### config.mk
export PLATFORM = sky130hd
export DESIGN_NAME = histogram
export DESIGN_NICKNAME = d
export VERILOG_FILES = /design/src/rtl/hist_pkg.sv /design/src/rtl/hist_ram.sv /design/src/rtl/histogram.sv
export SDC_FILE = /design/constraint.sdc
export NUM_CORES = 2
export LEC_CHECK = 0
export CAP_MARGIN = 25
export CORE_MARGIN = 4
export CORE_UTILIZATION = 35
export CTS_CLUSTER_SIZE = 24
export DETAILED_ROUTE_END_ITERATION = 12
export PLACE_DENSITY = 0.55
export SLEW_MARGIN = 20
export SYNTH_ARGS = -nofsm -noshare
export SYNTH_HDL_FRONTEND = slang
export SYNTH_MEMORY_MAX_BITS = 65536
export SYNTH_SLANG_ARGS = --single-unit
### constraint.sdc
create_clock -name clk -period 12.4 [get_ports clk]
set_input_delay 1.86 -clock clk [delete_from_list [all_inputs] [get_ports clk]]
set_output_delay 1.86 -clock clk [all_outputs]
set_load 0.01 [all_outputs]
### src/rtl/hist_pkg.sv
// hist_pkg: sweep FSM encoding and the all-ones source for bin saturation
package hist_pkg;
    typedef enum logic [1:0] {IDLE, CLEAR, READOUT} state_e;
    localparam int MAX_CNT_WIDTH = 32;
    localparam logic [MAX_CNT_WIDTH-1:0] SAT_ONES = '1;
endpackage

### src/rtl/hist_ram.sv
// hist_ram: simple dual-port bin store, synchronous read returning pre-write data
module hist_ram #(
    parameter int AW = 8,
    parameter int DW = 18
) (
    input  logic          clk,
    input  logic          we,
    input  logic [AW-1:0] wa,
    input  logic [DW-1:0] wd,
    input  logic [AW-1:0] ra,
    output logic [DW-1:0] rd
);
    logic [DW-1:0] mem [2**AW];
    logic [DW-1:0] rd_q;
    always_ff @(posedge clk) begin
        if (we) mem[wa] <= wd;
        rd_q <= mem[ra];
    end
    assign rd = rd_q;
endmodule

### src/rtl/histogram.sv
// histogram: per-frame pixel histogram with forwarded RMW accumulation and clear/readout sweeps
module histogram
    import hist_pkg::*;
#(
    parameter int DATA_WIDTH = 8,
    parameter int CNT_WIDTH  = 18
) (
    input  logic                  clk,
    input  logic                  rst,
    input  logic                  VSYNC,
    input  logic                  DataEn,
    input  logic [DATA_WIDTH-1:0] PixelData,
    output logic                  Busy,
    output logic                  HistValid,
    output logic [DATA_WIDTH-1:0] HistBin,
    output logic [CNT_WIDTH-1:0]  HistCount
);
    localparam logic [CNT_WIDTH-1:0]  SAT_MAX = SAT_ONES[CNT_WIDTH-1:0];
    localparam logic [DATA_WIDTH-1:0] LAST    = '1;

    state_e                state_q, state_d;
    logic                  init_q, init_d, vsync_q;
    logic                  p1_vld_q, p1_vld_d, lw_en_q;
    logic [DATA_WIDTH-1:0] idx_q, idx_d, p1_addr_q, p1_addr_d, lw_addr_q;
    logic [DATA_WIDTH-1:0] rd_addr, wr_addr, fwd_addr;
    logic [CNT_WIDTH-1:0]  lw_data_q, rd_data, base, wr_data;
    logic                  wr_en;

    hist_ram #(.AW(DATA_WIDTH), .DW(CNT_WIDTH)) u_ram (
        .clk(clk), .we(wr_en), .wa(wr_addr), .wd(wr_data), .ra(rd_addr), .rd(rd_data)
    );

    // The write that landed on the same edge as the read is invisible to it; forward it.
    assign fwd_addr = (state_q == READOUT) ? idx_q : p1_addr_q;
    assign base     = (lw_en_q && lw_addr_q == fwd_addr) ? lw_data_q : rd_data;

    always_comb begin
        state_d   = state_q;
        idx_d     = idx_q;
        init_d    = init_q;
        p1_vld_d  = 1'b0;
        p1_addr_d = PixelData;
        rd_addr   = PixelData;
        wr_en     = p1_vld_q;
        wr_addr   = p1_addr_q;
        wr_data   = (base == SAT_MAX) ? base : base + 1'b1;
        if (state_q == IDLE) begin
            if (init_q) begin
                state_d = CLEAR;
                init_d  = 1'b0;
                idx_d   = '0;
            end else if (VSYNC && !vsync_q) begin
                state_d = READOUT;
                idx_d   = '0;
                rd_addr = '0;
            end else begin
                p1_vld_d = DataEn;
            end
        end else begin
            wr_en   = 1'b1;
            wr_addr = idx_q;
            wr_data = '0;
            rd_addr = idx_q + 1'b1;
            idx_d   = idx_q + 1'b1;
            if (idx_q == LAST) state_d = IDLE;
        end
    end

    always_ff @(posedge clk) begin
        if (rst) begin
            state_q   <= IDLE;
            init_q    <= 1'b1;
            idx_q     <= '0;
            vsync_q   <= 1'b0;
            p1_vld_q  <= 1'b0;
            p1_addr_q <= '0;
            lw_en_q   <= 1'b0;
            lw_addr_q <= '0;
            lw_data_q <= '0;
        end else begin
            state_q   <= state_d;
            init_q    <= init_d;
            idx_q     <= idx_d;
            vsync_q   <= VSYNC;
            p1_vld_q  <= p1_vld_d;
            p1_addr_q <= p1_addr_d;
            lw_en_q   <= wr_en;
            lw_addr_q <= wr_addr;
            lw_data_q <= wr_data;
        end
    end

    assign Busy      = state_q != IDLE;
    assign HistValid = state_q == READOUT;
    assign HistBin   = HistValid ? idx_q : '0;
    assign HistCount = HistValid ? base : '0;
endmodule

==> impl_metrics.ini <==
[synthesis]
syn_nets = 13500
synth-edff-count = 4608
syn_area_per_cell_sq_um = 13.7
seq_area_frac_synth_pct = 75.4
synthTopCellsByArea = edfxtp_1, nand2_1, nand3_1
synth_flop_cell = edfxtp_1
synth.distinct_cells = 89
ys_seq_elements = 4674
synth_area_sq_um = 185000
yosysTopAreaCellShare_pct = 74.7
synth_top_cell_by_area = edfxtp_1
synthArstFlopShare_pct = 0
yosys_warnings = 0
synthCells = 13500

[power]
combPwrFrac_pct = 20.6
ir_worst_vdd_v = 0.000303
p_int_uw = 29600
swShare_pct = 31.4
p_leak_uw = 0.0706
power_density_nw_per_um2 = 203
clkPwrFrac_pct = 32.7
power_switching_uw = 13500
power_frac_seq_pct = 46.8

[floorplan]
dieArea_sq_um = 541000
die_y_um = 735
core_area_sq_um = 526000
row_count = 266
pin_count = 40
initial_core_util_pct = 35.2
die_x_um = 735

[placed_design]
gp_congestion = 0.866
port_buffers = 39
dpl_cell_area_sq_um = 197000
dp_hpwl_mm = 369

[routing]
wl_per_cell_um = 30.5
vias = 120000
ant_nets = 0
drt_iter0_markers = 17700
drc = 0
finalWirelength_mm = 644
first_pass_iters = 6
drt-vias-per-instance = 5.71

[worst_setup_path]
start_kind = flop
required_ps = 13030
r2r-start = state_q[1]
crit_type = reg2reg
crit_start = state_q[1]
r2r.worst_path.cells = 17
worstSetupEndpointType = flop
crit_fanout = 76
critical_path_arrival_ps = 8200

[grt]
first_global_vias = 111000
grt_max_degree = 198
grt_pass1_wl_mm = 892
grt_usage_pct = 22.9
grt.overflow.total = 0
antenna_found_initial = 39

[hold_path]
hold_path.class = reg2reg
hold_start = p1_addr_q[1]
whs_path_depth = 2

[timing]
hold_violations = 0
fin_crit_sh_pct = 61.1
fin_crit_ps = 7570
max_freq_mhz = 132
worstMarginPinSlew_ps = 1380
grt_setup_unrepaired = false
relSlewSlack_pct = 7.99
final_max_slew_viol_count = 0
skew_ps = 85.8
tns_ps = 0
finalSetupViolations = 0

[finish]
fin_area_sq_um = 212000
nets = 13700
drive_above_1_share_pct = 11.6
most-common-layout-cells = edfxtp_1, nand2_1, nand3_1
fillers = 48400
area_growth_pct = 14.5
final_common_cell = edfxtp_1

[outcome]
status = complete, no violations

[clocking]
clock_path_buffers = 4
cts_tree = done
htreeDepth = 5
clk_latency_ps = 1030
clk_pin_slew_ps = 60
cts.sinks = 4674
numCtsBuffers = 478
cts_setup_buffers = 0
holdBufCountCts = 0
cts_resized = 0
root_buffer = clkbuf_16

[run]
cap_violations = 0
## worst max-delay path: stages, from the launching register on
cell,delay (ps)
dfxtp_1,850
nand2b_4,310
inv_2,270
o221ai_1,150
o32a_1,390
nor4_4,350
buf_4,540
mux2i_1,230
inv_1,140
ha_1,260
inv_1,120
o32ai_1,560
nor2_1,140
xor2_1,210
nor2_4,100
buf_4,520
buf_4,800
buf_4,850
## power groups by stage
| stage | registers [uW] | clock network, uW | logic (uW) |
|---|---|---|---|
| 2_1_floorplan | 21100 | 0 | 4400 |
| 4_1_cts | 20100 | 14200 | 8700 |
| 5_1_grt | 20100 | 14900 | 9270 |
| 3_3_place_gp | 20500 | 0 | 8550 |
| 6_report | 20200 | 14100 | 8870 |
| 3_5_place_dp | 20500 | 0 | 8690 |
## Yosys cell counts (all sizes together), types with 6 or more instances
master,instances
edfxtp,4608
nand2,3441
nand3,1403
buf,744
mux2i,606
a21oi,567
nor2,425
a31oi,229
clkbuf,154
o22ai,129
and3,106
o21ai,106
o221ai,106
nor4,100
a32oi,75
a22oi,70
nor3,70
dfxtp,66
nand4,54
a2111oi,50
o2111ai,45
a211oi,39
a311oi,38
o31ai,31
inv,18
o211ai,16
a221oi,14
or3,14
xnor2,13
a32o,12
nor2b,12
or4,12
o41ai,11
mux2,10
nand3b,10
and2,9
a211o,8
o32ai,8
nor3b,7
a21o,6
a311o,6
and4,6
xor2,6
## layer usage
metal	routed length [um]	global-route usage, %	vias to the layer above
met5	111	0	-
li1	-	-	50900
met4	29400	9.17	16
met2	288000	35.0	6608
met3	66700	4.67	1035
met1	260000	32.1	61800
## worst paths after layout
kind	to	slack (ps)
min	lw_addr_q[1]	500
max reg2reg	u_ram.mem[173][11]	4830
max	u_ram.mem[173][11]	4830
min reg2reg	lw_addr_q[1]	500
## per-stage QoR
stage / cells / util (%) / power [uW] / hold WS [ps] / setup slack (ps)
finish: 21100 / 40.3 / 43100 / 496 / 4830
global route: 21100 / 40.3 / 44300 / 523 / 4560
CTS: 21100 / 40.3 / 43100 / 498 / 5060
detailed placement: 20200 / 37.4 / 29200 / 486 / 4830
global placement: 20200 / 37.3 / 29000 / 481 / 3850
floorplan: 13500 / - / 25500 / 454 / 1630
## kinds of logic (layout without fill, tap and decap cells)
| logic type | count (synthesis) | in the layout | synth area share [%] |
|---|---|---|---|
| compound gates | 1602 | 1602 | 5.66 |
| fa+ha+maj | 2 | 2 | 0.0135 |
| flops | 4674 | 4674 | 75.4 |
| xor+xnor | 19 | 19 | 0.0899 |
| buf+inv | 916 | 1508 | 2.39 |
| other cells | 0 | 17 | 0 |
| mux | 616 | 616 | 3.34 |
| simple gates | 5687 | 5687 | 13.1 |
## flip-flops by register name, indices dropped and copies added (netlist names)
signal,cells
idx_q,8
init_q,1
lw_addr_q,8
lw_data_q,18
lw_en_q,1
p1_addr_q,8
p1_vld_q,1
state_q,2
u_ram.mem,4608
u_ram.rd,18
vsync_q,1
## final cells by class
type | instances | area, sq um | share of cell area (%)
sequential | 4674 | 140000 | 65.9
timing repair buffer | 602 | 5450 | 2.57
multi-input combinational | 7926 | 42900 | 20.2
clock inverter | 267 | 2410 | 1.14
inverter | 18 | 67.6 | 0.0319
clock buffer | 621 | 12700 | 5.99
tap | 6968 | 8720 | 4.11
antenna | 17 | 42.5 | 0.0201
(Power assumes the default switching activity.)
